[config.mk]
export PLATFORM = sky130hd
export DESIGN_NAME = fetch_stage_flat
export DESIGN_NICKNAME = d
export VERILOG_FILES = /design/src/rtl/fetch_stage_if.sv /design/src/rtl/fetch_stage.sv /design/src/flat_wrapper.sv
export SDC_FILE = /design/constraint.sdc
export NUM_CORES = 1
export LEC_CHECK = 0
export CAP_MARGIN = 15
export CORE_MARGIN = 2
export CORE_UTILIZATION = 31
export CTS_BUF_LIST = sky130_fd_sc_hd__clkbuf_4 sky130_fd_sc_hd__clkbuf_8
export DETAILED_ROUTE_END_ITERATION = 8
export PLACE_DENSITY_LB_ADDON = 0.05
export SYNTH_ARGS = -nofsm -noshare
export SYNTH_HDL_FRONTEND = slang
export SYNTH_SLANG_ARGS = --single-unit
export TNS_END_PERCENT = 5
[constraint.sdc]
create_clock -name clk -period 10.6 [get_ports clk]
set_input_delay 2.12 -clock clk [delete_from_list [all_inputs] [get_ports clk]]
set_output_delay 2.12 -clock clk [all_outputs]
set_load 0.01 [all_outputs]
[src/rtl/fetch_stage_if.sv]
// Fetch-stage bundle: imem request/response, execute redirect and decode hand-off.
// master = fetch stage side, slave = memory/execute/decode environment side.
interface fetch_stage_if;
  logic        imem_req_valid;
  logic [31:0] imem_req_addr;
  logic        imem_req_ready;
  logic        imem_rsp_valid;
  logic [31:0] imem_rsp_data;
  logic        redirect_valid;
  logic [31:0] redirect_pc;
  logic        stall_d;
  logic        instr_valid_d;
  logic [31:0] instr_d;
  logic [31:0] pc_d;

  modport master (
    output imem_req_valid, imem_req_addr, instr_valid_d, instr_d, pc_d,
    input  imem_req_ready, imem_rsp_valid, imem_rsp_data, redirect_valid, redirect_pc, stall_d
  );

  modport slave (
    input  imem_req_valid, imem_req_addr, instr_valid_d, instr_d, pc_d,
    output imem_req_ready, imem_rsp_valid, imem_rsp_data, redirect_valid, redirect_pc, stall_d
  );
endinterface

[src/rtl/fetch_stage.sv]
// Small generic FIFO with flush; used for the PC tag queue and the instruction buffer.
// Latency: pushed entry visible at head the cycle after push.
// Backpressure: push ignored when full unless a pop frees a slot the same cycle.
module fetch_fifo #(
  parameter int WIDTH = 32,
  parameter int DEPTH = 2,
  localparam int CNT_W = $clog2(DEPTH + 1),
  localparam int PTR_W = (DEPTH > 1) ? $clog2(DEPTH) : 1
) (
  input  logic             clk,
  input  logic             rst,
  input  logic             flush_i,
  input  logic             push_i,
  input  logic [WIDTH-1:0] push_dat_i,
  input  logic             pop_i,
  output logic [WIDTH-1:0] head_dat_o,
  output logic [CNT_W-1:0] count_o
);
  logic [WIDTH-1:0] mem_q [DEPTH];
  logic [PTR_W-1:0] rd_ptr_q, rd_ptr_d;
  logic [PTR_W-1:0] wr_ptr_q, wr_ptr_d;
  logic [CNT_W-1:0] count_q, count_d;
  logic             do_push, do_pop;

  function automatic logic [PTR_W-1:0] ptr_inc(input logic [PTR_W-1:0] p);
    return (p == PTR_W'(DEPTH - 1)) ? '0 : p + PTR_W'(1);
  endfunction

  assign do_pop  = pop_i & (count_q != '0);
  assign do_push = push_i & ((count_q != CNT_W'(DEPTH)) | do_pop);

  always_comb begin
    rd_ptr_d = rd_ptr_q;
    wr_ptr_d = wr_ptr_q;
    count_d  = count_q;
    if (flush_i) begin
      rd_ptr_d = '0;
      wr_ptr_d = '0;
      count_d  = '0;
    end else begin
      if (do_pop)  rd_ptr_d = ptr_inc(rd_ptr_q);
      if (do_push) wr_ptr_d = ptr_inc(wr_ptr_q);
      count_d = count_q + CNT_W'(do_push) - CNT_W'(do_pop);
    end
  end

  always_ff @(posedge clk) begin
    if (rst) begin
      rd_ptr_q <= '0;
      wr_ptr_q <= '0;
      count_q  <= '0;
    end else begin
      rd_ptr_q <= rd_ptr_d;
      wr_ptr_q <= wr_ptr_d;
      count_q  <= count_d;
    end
  end

  always_ff @(posedge clk) begin
    if (do_push && !flush_i) mem_q[wr_ptr_q] <= push_dat_i;
  end

  assign head_dat_o = mem_q[rd_ptr_q];
  assign count_o    = count_q;
endmodule

// Instruction fetch: PC, in-order imem requests, response buffer feeding decode; optional FETCH_PERF_CNT_EN counters.
// Latency: request accepted in cycle N -> instr_valid_d in N+2; 1 instr/cycle sustained.
// Backpressure: stall_d holds the buffer head; requests stop once in-flight + buffered reach BUF_DEPTH.
module fetch_stage #(
  parameter logic [31:0] RESET_PC  = 32'h0000_0000,
  parameter int          BUF_DEPTH = 2
) (
  input  logic          clk,
  input  logic          rst,
`ifdef FETCH_PERF_CNT_EN
  output logic [31:0]   perf_fetched,
  output logic [31:0]   perf_dropped,
`endif
  fetch_stage_if.master fe
);
  localparam int CNT_W = $clog2(BUF_DEPTH + 1);

  typedef struct packed {
    logic [31:0] instr;
    logic [31:0] pc;
  } fetch_word_t;

  logic [31:0]      pc_f_q, pc_f_d;
  logic [CNT_W-1:0] drop_cnt_q, drop_cnt_d;
  logic [CNT_W-1:0] outstanding, occupancy;
  logic [CNT_W:0]   in_use;
  logic [31:0]      tag_pc;
  fetch_word_t      buf_push_dat, buf_head;
  logic             credit_ok, req_accept, rsp_retire, rsp_drop, buf_push;
  logic             instr_vld, pop;
  logic [1:0]       unused_redirect_lsbs;

  assign instr_vld = (occupancy != '0);
  assign pop       = instr_vld & ~fe.stall_d;

  // A pop this cycle frees a slot early so a full pipe keeps streaming.
  assign in_use    = {1'b0, outstanding} + {1'b0, occupancy} - (CNT_W+1)'(pop);
  assign credit_ok = in_use < (CNT_W+1)'(BUF_DEPTH);

  assign fe.imem_req_valid = ~rst & ~fe.redirect_valid & credit_ok;
  assign fe.imem_req_addr  = pc_f_q;
  assign req_accept        = fe.imem_req_valid & fe.imem_req_ready;

  // Responses with nothing outstanding are protocol violations and are ignored.
  assign rsp_retire = fe.imem_rsp_valid & (outstanding != '0);
  assign rsp_drop   = rsp_retire & (fe.redirect_valid | (drop_cnt_q != '0));
  assign buf_push   = rsp_retire & ~rsp_drop;

  assign buf_push_dat = {fe.imem_rsp_data, tag_pc};

  fetch_fifo #(
    .WIDTH (32),
    .DEPTH (BUF_DEPTH)
  ) u_tag_q (
    .clk        (clk),
    .rst        (rst),
    .flush_i    (1'b0),
    .push_i     (req_accept),
    .push_dat_i (pc_f_q),
    .pop_i      (rsp_retire),
    .head_dat_o (tag_pc),
    .count_o    (outstanding)
  );

  fetch_fifo #(
    .WIDTH ($bits(fetch_word_t)),
    .DEPTH (BUF_DEPTH)
  ) u_instr_buf (
    .clk        (clk),
    .rst        (rst),
    .flush_i    (fe.redirect_valid),
    .push_i     (buf_push),
    .push_dat_i (buf_push_dat),
    .pop_i      (pop),
    .head_dat_o (buf_head),
    .count_o    (occupancy)
  );

  assign fe.instr_valid_d = instr_vld;
  assign fe.instr_d       = instr_vld ? buf_head.instr : '0;
  assign fe.pc_d          = instr_vld ? buf_head.pc    : '0;

  always_comb begin
    pc_f_d     = pc_f_q;
    drop_cnt_d = drop_cnt_q;
    if (fe.redirect_valid) begin
      pc_f_d     = {fe.redirect_pc[31:2], 2'b00};
      // Every request still in flight after this cycle belongs to the old path.
      drop_cnt_d = outstanding - CNT_W'(rsp_retire);
    end else begin
      if (req_accept) pc_f_d = pc_f_q + 32'd4;
      if (rsp_drop)   drop_cnt_d = drop_cnt_q - CNT_W'(1);
    end
  end

  always_ff @(posedge clk) begin
    if (rst) begin
      pc_f_q     <= {RESET_PC[31:2], 2'b00};
      drop_cnt_q <= '0;
    end else begin
      pc_f_q     <= pc_f_d;
      drop_cnt_q <= drop_cnt_d;
    end
  end

  assign unused_redirect_lsbs = fe.redirect_pc[1:0];

`ifdef FETCH_PERF_CNT_EN
  logic [31:0] perf_fetched_q, perf_fetched_d;
  logic [31:0] perf_dropped_q, perf_dropped_d;

  // The head presented during a redirect is discarded by decode, so it counts as dropped.
  always_comb begin
    perf_fetched_d = perf_fetched_q + 32'(pop & ~fe.redirect_valid);
    perf_dropped_d = perf_dropped_q + 32'(rsp_drop)
                   + (fe.redirect_valid ? 32'(occupancy) : 32'd0);
  end

  always_ff @(posedge clk) begin
    if (rst) begin
      perf_fetched_q <= '0;
      perf_dropped_q <= '0;
    end else begin
      perf_fetched_q <= perf_fetched_d;
      perf_dropped_q <= perf_dropped_d;
    end
  end

  assign perf_fetched = perf_fetched_q;
  assign perf_dropped = perf_dropped_q;
`endif
endmodule

[src/flat_wrapper.sv]
// flat-port wrapper written by rule: the top's interface ports become plain ports
module fetch_stage_flat 
#(
  parameter logic [31:0] RESET_PC  = 32'h0000_0000,
  parameter int          BUF_DEPTH = 2
)
  (clk, rst, fe_imem_req_valid, fe_imem_req_addr, fe_instr_valid_d, fe_instr_d, fe_pc_d, fe_imem_req_ready, fe_imem_rsp_valid, fe_imem_rsp_data, fe_redirect_valid, fe_redirect_pc, fe_stall_d);
  fetch_stage_if fe_i ();
  input  logic clk;
  input  logic rst;
  output wire logic [$bits(fe_i.imem_req_valid)-1:0] fe_imem_req_valid;
  output wire logic [$bits(fe_i.imem_req_addr)-1:0] fe_imem_req_addr;
  output wire logic [$bits(fe_i.instr_valid_d)-1:0] fe_instr_valid_d;
  output wire logic [$bits(fe_i.instr_d)-1:0] fe_instr_d;
  output wire logic [$bits(fe_i.pc_d)-1:0] fe_pc_d;
  input wire logic [$bits(fe_i.imem_req_ready)-1:0] fe_imem_req_ready;
  input wire logic [$bits(fe_i.imem_rsp_valid)-1:0] fe_imem_rsp_valid;
  input wire logic [$bits(fe_i.imem_rsp_data)-1:0] fe_imem_rsp_data;
  input wire logic [$bits(fe_i.redirect_valid)-1:0] fe_redirect_valid;
  input wire logic [$bits(fe_i.redirect_pc)-1:0] fe_redirect_pc;
  input wire logic [$bits(fe_i.stall_d)-1:0] fe_stall_d;
  assign fe_imem_req_valid = fe_i.imem_req_valid;
  assign fe_imem_req_addr = fe_i.imem_req_addr;
  assign fe_instr_valid_d = fe_i.instr_valid_d;
  assign fe_instr_d = fe_i.instr_d;
  assign fe_pc_d = fe_i.pc_d;
  assign fe_i.imem_req_ready = fe_imem_req_ready;
  assign fe_i.imem_rsp_valid = fe_imem_rsp_valid;
  assign fe_i.imem_rsp_data = fe_imem_rsp_data;
  assign fe_i.redirect_valid = fe_redirect_valid;
  assign fe_i.redirect_pc = fe_redirect_pc;
  assign fe_i.stall_d = fe_stall_d;
  fetch_stage #(.RESET_PC(RESET_PC), .BUF_DEPTH(BUF_DEPTH)) u_core (.clk(clk), .rst(rst), .fe(fe_i));
endmodule
Word-level counts from Yosys, hierarchy flattened
Memory sizes are Yosys's and may differ from the RTL's. A register that Yosys moved wholly into a read port is not among the register bits.
Index checks and enable logic that the tools add are counted.
- bits in registers: 42
- RAM bits: 192
- memories kept: 2
- memory list (memory ; depth ; width ; rd ports ; clocked after memory_dff ; write ports ; RTL line ; RTL):
    u_core.u_instr_buf.mem_q ; 2 ; 64 ; 1 ; 1 ; 1 ; fetch_stage.sv:19 ; logic [WIDTH-1:0] mem_q [DEPTH];
    u_core.u_tag_q.mem_q ; 2 ; 32 ; 1 ; 1 ; 1 ; fetch_stage.sv:19 ;
- add/sub/neg operators: 13
- order comparisons: 1
- equality and inequality tests: 2
- muxes and demuxes: 18
- bitwise operators: 18
- reductions and logical operators: 8
- operators by type and width (cell ; number):
    2-to-1 mux 32 bit ; 4
    adder 32 x 3 -> 32 bit (second input constant) ; 1
    2-to-1 mux 1 bit ; 12
    AND 1 bit ; 11
    nonzero test 2 bit ; 5
    subtractor 2 x 1 -> 2 bit ; 3
    adder 1 bit (second input constant) ; 4
    adder 2 x 1 -> 2 bit ; 2
    2-to-1 mux 2 bit ; 2
    inequality test 2 bit (second input constant) ; 2
    NOT 1 bit ; 4
    adder 2 x 2 -> 3 bit ; 1
    < comparator 3 x 2 -> 1 bit (second input constant) ; 1
    OR 1 bit ; 3
    subtractor 3 x 1 -> 3 bit ; 1
    OR reduction 2 bit ; 1
    subtractor 2 x 1 -> 2 bit (second input constant) ; 1
    logical AND 1 bit ; 1
    logical NOT 1 bit ; 1

Longest topological paths before layout
Gate-level depths: netlist (run 1).
- depth after elaboration: 9
- gate-level depth with buffers: 14

By module
A second synthesis (run 1) with hierarchy kept.
- cells, all modules: 690
- area total of the unflattened synthesis: 10334.9 µm²
- modules (own cells, without submodules) (module ; instances ; cells each ; area an instance (µm²) ; sequential area each (µm²)):
    fetch_fifo at u_core.u_instr_buf ; 1 ; 223 ; 5113.7 ; 3943.8
    fetch_fifo at u_core.u_tag_q ; 1 ; 124 ; 2680.1 ; 2021.9
    fetch_stage ; 1 ; 343 ; 2541.2 ; 640.6

Worst setup path before layout (run 1)
No wires, ideal clock.
- kind: input port to flip-flop
- start point: in fe_stall_d
- end point: mem u_core.u_tag_q.mem_q[0][10], enable pin
- library setup time: 0.455 ns
- data arrival time: 6.176 ns
- setup slack: 3.970 ns
- stages: 9
- buffers on the path: 2
- cells stage by stage: nor2_1 > ha_1 > nand2b_1 > fa_1 > nor4bb_4 > nand2_2 > clkbuf_1 > clkbuf_1 > nor3_1
- longest elaborated chain between the ends: 9
- RTL lines (element ; RTL line ; RTL):
    start, declared ; flat_wrapper.sv:21 ; input wire logic [$bits(fe_i.stall_d)-1:0] fe_stall_d;
    NOT 1 bit ; fetch_stage.sv:100 ; assign pop = instr_vld & ~fe.stall_d;
    AND 1 bit ; fetch_stage.sv:100 ;
    subtractor 3 x 1 -> 3 bit ; fetch_stage.sv:103 ; assign in_use = {1'b0, outstanding} + {1'b0, occupancy} - (CNT_W+1)'(pop);
    < comparator 3 x 2 -> 1 bit ; fetch_stage.sv:104 ; assign credit_ok = in_use < (CNT_W+1)'(BUF_DEPTH);
    AND 1 bit ; fetch_stage.sv:106 ; assign fe.imem_req_valid = ~rst & ~fe.redirect_valid & credit_ok;
    AND 1 bit ; fetch_stage.sv:108 ; assign req_accept = fe.imem_req_valid & fe.imem_req_ready;
    AND 1 bit ; fetch_stage.sv:30 ; assign do_push = push_i & ((count_q != CNT_W'(DEPTH)) | do_pop);
    2-to-1 mux 1 bit ; fetch_stage.sv:60 ; if (do_push && !flush_i) mem_q[wr_ptr_q] <= push_dat_i;
    2-to-1 mux 1 bit (implied by the code) ; fetch_stage.sv:60 ;
    end, declared ; fetch_stage.sv:19 ;
Every way passes these cells.

Worst setup path after layout (run 1)
- start point: in fe_stall_d
- end point: out fe_imem_req_valid
- longest elaborated chain between the ends: 5
- RTL lines (element ; RTL line ; RTL):
    NOT 1 bit ; fetch_stage.sv:100 ;
    AND 1 bit ; fetch_stage.sv:100 ;
    subtractor 3 x 1 -> 3 bit ; fetch_stage.sv:103 ;
    < comparator 3 x 2 -> 1 bit ; fetch_stage.sv:104 ;
    AND 1 bit ; fetch_stage.sv:106 ;
    end, declared ; flat_wrapper.sv:11 ; output wire logic [$bits(fe_i.imem_req_valid)-1:0] fe_imem_req_valid;
Every way passes these cells.

==> results of run 1 <==
-- synth_stat cells, drive strengths merged (2+ instances only) --
| library cell | count | share of area [%] |
|---|---|---|
| edfxtp | 184 | 59 |
| nor2 | 91 | 3.7 |
| mux2i | 64 | 6.9 |
| dfxtp | 42 | 9.0 |
| mux2 | 31 | 3.7 |
| buf | 26 | 1.4 |
| nand2 | 20 | 0.83 |
| clkbuf | 18 | 0.72 |
| xor2 | 17 | 1.6 |
| a21oi | 15 | 0.80 |
| inv | 15 | 0.60 |
| o21ai | 15 | 0.80 |
| nand4 | 14 | 1.0 |
| nor2b | 11 | 0.74 |
| nor3 | 11 | 0.64 |
| a31oi | 10 | 0.67 |
| and2 | 10 | 0.68 |
| nand3 | 10 | 0.59 |
| a22oi | 9 | 0.72 |
| xnor2 | 9 | 0.84 |
| o22ai | 8 | 0.54 |
| ha | 7 | 0.94 |
| and3 | 5 | 0.33 |
| and4 | 4 | 0.37 |
| o21a | 4 | 0.32 |
| or3 | 3 | 0.20 |
| a211oi | 2 | 0.16 |
| a32oi | 2 | 0.19 |
| nand3b | 2 | 0.16 |
| o221ai | 2 | 0.19 |
-- worst max-delay path, cell delays in order --
cell,delay [ns]
clkdlybuf4s50_1,0.46
nor2_1,0.26
ha_1,0.27
nand2b_1,0.16
fa_1,0.39
xor2_1,0.34
and3_1,0.24
clkdlybuf4s50_1,0.56
-- worst max-delay path by stage --
stage / from / endpoint / slack, ns / cells after the start
2_1_floorplan: fe_stall_d / u_core.u_tag_q.mem_q[0][10] / 3.97 / 9
3_3_place_gp: fe_stall_d / fe_imem_req_valid / 3.70 / 8
3_5_place_dp: fe_stall_d / fe_imem_req_valid / 3.69 / 8
4_1_cts: fe_stall_d / fe_imem_req_valid / 3.67 / 8
5_1_grt: fe_stall_d / fe_imem_req_valid / 3.54 / 8
6_report: fe_stall_d / fe_imem_req_valid / 3.69 / 8
-- area by class of cell --
class | instances | area [µm²] | area share [%]
Sequential cell | 226 | 6370 | 52.4
Multi-Input combinational cell | 393 | 2760 | 22.7
Timing Repair Buffer | 171 | 1680 | 13.8
Clock buffer | 55 | 688 | 5.66
Tap cell | 390 | 488 | 4.01
Clock inverter | 19 | 115 | 0.947
Inverter | 15 | 56.3 | 0.463
-- state kept, by name, indices dropped and copies added (netlist names), named ones only --
register	count
u_core.u_tag_q.mem_q	60
u_core.u_instr_buf.mem_q	124
u_core.u_instr_buf.count_o	2
u_core.u_instr_buf.wr_ptr_q	1
u_core.u_tag_q.rd_ptr_q	1
u_core.u_tag_q.count_o	2
u_core.drop_cnt_q	2
u_core.u_instr_buf.rd_ptr_q	1
u_core.u_tag_q.wr_ptr_q	1
u_core.fe.imem_req_addr	30
-- cell families after synthesis --
| group | synth area share [%] |
|---|---|
| adders and majority gates | 1.15 |
| DFF | 68.1 |
| xor gates and xnor gates | 2.44 |
| other | 0.0401 |
| and+or+nand+nor | 9.80 |
| buffers and inverters | 2.77 |
| AOI/OAI and AO/OA | 5.06 |
| muxes | 10.6 |
-- cells in the final DEF, fill, tap and decap left out, types with 11 or more instances in the layout --
master,instances
inv_1,15
clkbuf_8,44
clkdlybuf4s50_1,160
o21ai_0,14
clkbuf_4,11
mux2_2,31
a21oi_1,15
nand4_1,13
dfxtp_1,41
nand2_1,19
mux2i_1,64
xor2_1,17
nor2b_1,11
edfxtp_1,184
nor2_1,88
-- metal layers --
metal,part of all wire (%),vias up,GRT usage (%)
met2,49,185,23.6
met5,0,-,0
met4,1.5,0,3.55
met3,6.5,31,3.75
li1,-,2827,-
met1,43,2875,17.4
-- power breakdown --
part / total [W] / internal, W / switching (W)
Combinational: 0.000320 / 0.000154 / 0.000166
Clock: 0.000792 / 0.000447 / 0.000345
Sequential: 0.00109 / 0.00105 / 0.0000426
Total: 0.00221 / 0.00165 / 0.000554
-- metrics by stage --
step                      utilization [%]  std cells  power, W  hold slack (ns)
after global routing                 41.0       1269   0.00232            0.548
after detailed placement             38.3       1195   0.00144            0.499
after floorplan                         -        678   0.00130            0.472
after global placement               38.3       1195   0.00143            0.493
after CTS                            41.0       1269   0.00224            0.491
final                                41.0       1269   0.00221            0.510
==> results.sh, run 1 <==
export IMPL_grt_pass1_vias=6037
export IMPL_post_cts_resized=0
export IMPL_post_route_min_period_ns=6.91
export IMPL_cp_start_kind="primary input"
export IMPL_min_path_type="reg -> reg"
export IMPL_cts_tree="built"
export IMPL_hold_violations=0
export IMPL_nets=925
export IMPL_num_vias=5918
export IMPL_clock_latency_ns=0.53
export IMPL_root_buffer="clkbuf_8"
export IMPL_syn_inst=675
export IMPL_initial_utilization_pct=31.5
export IMPL_die_area_mm2=0.0315
export IMPL_coreArea_mm2=0.0296
export IMPL_max_slew_margin_rel_pct=30.4
export IMPL_drt_first_iter_violations=232
export IMPL_post_dp_cell_area_mm2=0.0114
export IMPL_crit_type="in -> out"
export IMPL_syn_area_per_cell_um2=13.8
export IMPL_yosys_warnings=0
export IMPL_cts_setup_buffers=0
export IMPL_synth_edf_count=184
export IMPL_synth_distinct_cells=52
export IMPL_cts_htree_levels=2
export IMPL_worstReg2RegStart="u_core.u_instr_buf.count_o[0]"
export IMPL_fin_tns_setup_ns=0
export IMPL_worstHoldStart="u_core.u_tag_q.rd_ptr_q"
export IMPL_dp_hpwl_um=13800
export IMPL_firstDrtPassIters=6
export IMPL_yosysSeqAreaShare_pct=68.1
export IMPL_wirelength_um=22100
export IMPL_synth_area_mm2=0.00934
export IMPL_post_route_period_util_pct=65.2
export IMPL_setup_violations=0
export IMPL_die_y_um=178
export IMPL_drt_drc_violations_left=0
export IMPL_detail_route_antenna_nets=0
export IMPL_async_reset_ff_share_pct=0
export IMPL_antenna_found_initial=0
export IMPL_power_leakage_nw=3.97
export IMPL_cts_buffer_depth=3
export IMPL_maxCapViolCount=0
export IMPL_worst_slew_pin_slew_ns=1.04
export IMPL_grt_pass1_wl_um=33600
export IMPL_synth_ff_type="edfxtp_1"
export IMPL_power_density_mw_per_mm2=181
export IMPL_path_clk_slew_ns=0.06
export IMPL_peakVddDrop_mv=0.0639
export IMPL_numCtsBuffers=40
export IMPL_rrSetupSlack_ns=6.20
export IMPL_vias_per_cell=4.66
export IMPL_fp_dieW_um=178
export IMPL_end_kind="primary output"
export IMPL_synth_seq_cells=226
export IMPL_final_area_mm2=0.0122
export IMPL_dp_worst_setup_slack_ns=3.69
export IMPL_n_antenna_cell=0
export IMPL_io_buffers=161
export IMPL_grt_max_degree=65
export IMPL_crit_fanout=4
export IMPL_avgRoutedWirePerCell_um=17.4
export IMPL_grt_ovfl_total=0
export IMPL_status="finished, final reports clean"
export IMPL_setup_slack_ns=3.69
export IMPL_fmax_mhz=145
export IMPL_clock_skew_final_ns=0.0170
export IMPL_area_delta_synth_final_pct=30.1
export IMPL_rsz0062_at_grt="no"
export IMPL_cp_arrival_ns=4.79
export IMPL_io_pins=168
export IMPL_num_rows=63
export IMPL_clock_sinks=226
export IMPL_slew_violations=0
export IMPL_reg2regPathDepth=9
export IMPL_drive_above_1_share_pct=13.4
export IMPL_hold_buffers=0
export IMPL_r2r_end="u_core.u_tag_q.mem_q[0][12]"
export IMPL_gp_congestion=0.762
export IMPL_fillCellCount=2827
export IMPL_gr_usage_all_layers_pct=13.9
export IMPL_required_ns=8.48
export IMPL_hold_depth=2
(Power assumes the default switching activity.)
==> run 2: changes to the inputs <==
==> constraint.sdc (replaced) <==
create_clock -name clk -period 6.6 [get_ports clk]
set_input_delay 1.32 -clock clk [delete_from_list [all_inputs] [get_ports clk]]
set_output_delay 1.32 -clock clk [all_outputs]
set_load 0.01 [all_outputs]
==> results.sh, run 2 (synthesis gave the netlist of run 1 again) <==
export IMPL_status="finished, final reports clean"
export IMPL_hold_violations=0
export IMPL_required_ns=5.28
export IMPL_vias_per_cell=4.67
export IMPL_met2_usage_pct=23.4
export IMPL_n_antenna_cell=0
export IMPL_crit_type="in -> out"
export IMPL_gp_congestion=0.760
export IMPL_worstHoldStart="u_core.u_tag_q.rd_ptr_q"
export IMPL_drive_above_1_share_pct=12.8
export IMPL_path_clk_slew_ns=0.06
export IMPL_fin_tns_setup_ns=0
export IMPL_layout_common_cells="edfxtp_1 (184), clkdlybuf4s50_1 (160), nor2_1 (88), mux2i_1 (64), clkbuf_8 (43)"
export IMPL_crit_fanout=4
export IMPL_post_dp_cell_area_mm2=0.0114
export IMPL_hold_depth=2
export IMPL_cts_buffer_depth=3
export IMPL_io_pins=168
export IMPL_post_route_period_util_pct=81.2
export IMPL_cp_arrival_ns=4.04
export IMPL_root_buffer="clkbuf_8"
export IMPL_grt_pass1_wl_um=34100
export IMPL_numCtsBuffers=40
export IMPL_grtUsageMet1_pct=18.2
export IMPL_rsz0062_at_grt="no"
export IMPL_hold_buffers=0
export IMPL_maxCapViolCount=0
export IMPL_cts_htree_levels=2
export IMPL_final_common_cell="edfxtp_1"
export IMPL_end_kind="primary output"
export IMPL_path_cells="clkdlybuf4s50_1 -> nor2_1 -> ha_1 -> nand2b_1 -> fa_1 -> xor2_1 -> and3_1 -> clkdlybuf4s50_1"
export IMPL_fillCellCount=2834
export IMPL_drt_first_iter_violations=326
export IMPL_nets=927
export IMPL_hold_ws_ns=0.509
export IMPL_io_buffers=161
export IMPL_avgRoutedWirePerCell_um=17.5
export IMPL_reg2regPathDepth=10
export IMPL_worstReg2RegStart="u_core.u_instr_buf.count_o[1]"
export IMPL_r2r_end="u_core.u_tag_q.mem_q[1][14]"
export IMPL_cp_slowest_stage_delay_ns=0.54
export IMPL_cts_setup_buffers=0
export IMPL_slew_violations=0
export IMPL_cpMostUsedCell="clkdlybuf4s50_1"
export IMPL_cp_slowest_cell="clkdlybuf4s50_1"
export IMPL_wirelength_um=22300
export IMPL_coreArea_mm2=0.0296
export IMPL_fmax_mhz=186
export IMPL_area_delta_synth_final_pct=29.8
export IMPL_place_detailed_instances=1197
export IMPL_num_vias=5931
export IMPL_cts_tree="built"
export IMPL_firstDrtPassIters=5
export IMPL_antenna_found_initial=0
export IMPL_gr_usage_all_layers_pct=14.2
export IMPL_post_cts_resized=0
export IMPL_met3_usage_pct=3.41
export IMPL_instances_no_fill=1271
export IMPL_max_slew_margin_rel_pct=24.8
export IMPL_die_y_um=178
export IMPL_final_core_util_pct=40.9
export IMPL_worst_slew_pin_slew_ns=1.12
export IMPL_power_density_mw_per_mm2=288
export IMPL_final_area_mm2=0.0121
export IMPL_die_area_mm2=0.0315
export IMPL_crit_buf_inv=2
export IMPL_clock_skew_final_ns=0.0159
export IMPL_busiest_layer="met2"
export IMPL_power_leakage_nw=3.96
export IMPL_initial_utilization_pct=31.5
export IMPL_drt_drc_violations_left=0
export IMPL_clock_sinks=226
export IMPL_min_path_type="reg -> reg"
export IMPL_dp_hpwl_um=14200
export IMPL_peakVddDrop_mv=0.0970
export IMPL_largest_register_ffs=124
export IMPL_path_delay_family="buffers and inverters"
export IMPL_setup_violations=0
export IMPL_post_route_min_period_ns=5.36
export IMPL_grt_max_degree=65
export IMPL_regMostFlops="u_core.u_instr_buf.mem_q"
export IMPL_detail_route_antenna_nets=0
export IMPL_num_rows=63
export IMPL_grt_pass1_vias=6052
export IMPL_fp_dieW_um=178
export IMPL_cp_start_kind="primary input"
export IMPL_grt_ovfl_total=0
export IMPL_rrSetupSlack_ns=2.86
export IMPL_clock_latency_ns=0.53
[run 2: worst register-to-register path, cell delays in order, from the launching register on]
cell and delay (ns):
dfxtp_1 0.43, nor2_4 0.05, nor2_1 0.24, ha_1 0.29, nand2b_1 0.15, fa_1 0.50, nor4bb_4 0.35, nand2_2 0.54
nor2_1 0.34, and2_1 0.18, buf_4 0.31
[run 2: report_power, final]
group / leakage [nW] / total (W) / switching, W / internal [W]
sequential: 2.02 / 0.00175 / 0.0000686 / 0.00169
combinational: 1.54 / 0.000522 / 0.000271 / 0.000250
clock: 0.401 / 0.00122 / 0.000554 / 0.000664
total: 3.96 / 0.00349 / 0.000894 / 0.00260
[run 2: final cells by class]
type / count / area (µm²) / share of cell area (%)
Timing Repair Buffer: 173 / 1700 / 14.0
Inverter: 15 / 56.3 / 0.464
Clock buffer: 54 / 674 / 5.56
Sequential cell: 226 / 6370 / 52.5
Clock inverter: 20 / 83.8 / 0.691
Tap cell: 390 / 488 / 4.02
Multi-Input combinational cell: 393 / 2760 / 22.7
[run 2: through the flow]
step / setup slack (ns) / power [W]
detailed placement: 1.25 / 0.00231
finish: 1.24 / 0.00349
CTS: 1.22 / 0.00356
global placement: 1.31 / 0.00229
global route: 1.09 / 0.00368
floorplan: 0.770 / 0.00209
[run 2: worst max-delay path by stage]
| stage | from | end | slack [ns] | depth (start not counted) |
|---|---|---|---|---|
| final | fe_stall_d | fe_imem_req_valid | 1.24 | 8 |
| after detailed placement | fe_stall_d | fe_imem_req_valid | 1.25 | 8 |
| after CTS | fe_stall_d | fe_imem_req_valid | 1.22 | 8 |
| after global routing | fe_stall_d | fe_imem_req_valid | 1.09 | 8 |
| after floorplan | fe_stall_d | u_core.u_tag_q.mem_q[0][10] | 0.77 | 9 |
| after global placement | fe_stall_d | fe_imem_req_valid | 1.31 | 8 |
[run 2: layer usage]
layer  share of wire [%]  vias to the layer above  routed length [µm]
met5                   0                        -                   0
met4                 2.0                        0                 439
met3                 6.2                       38                1380
met2                  48                      185               10700
met1                  44                     2866                9790
li1                    -                     2842                   -
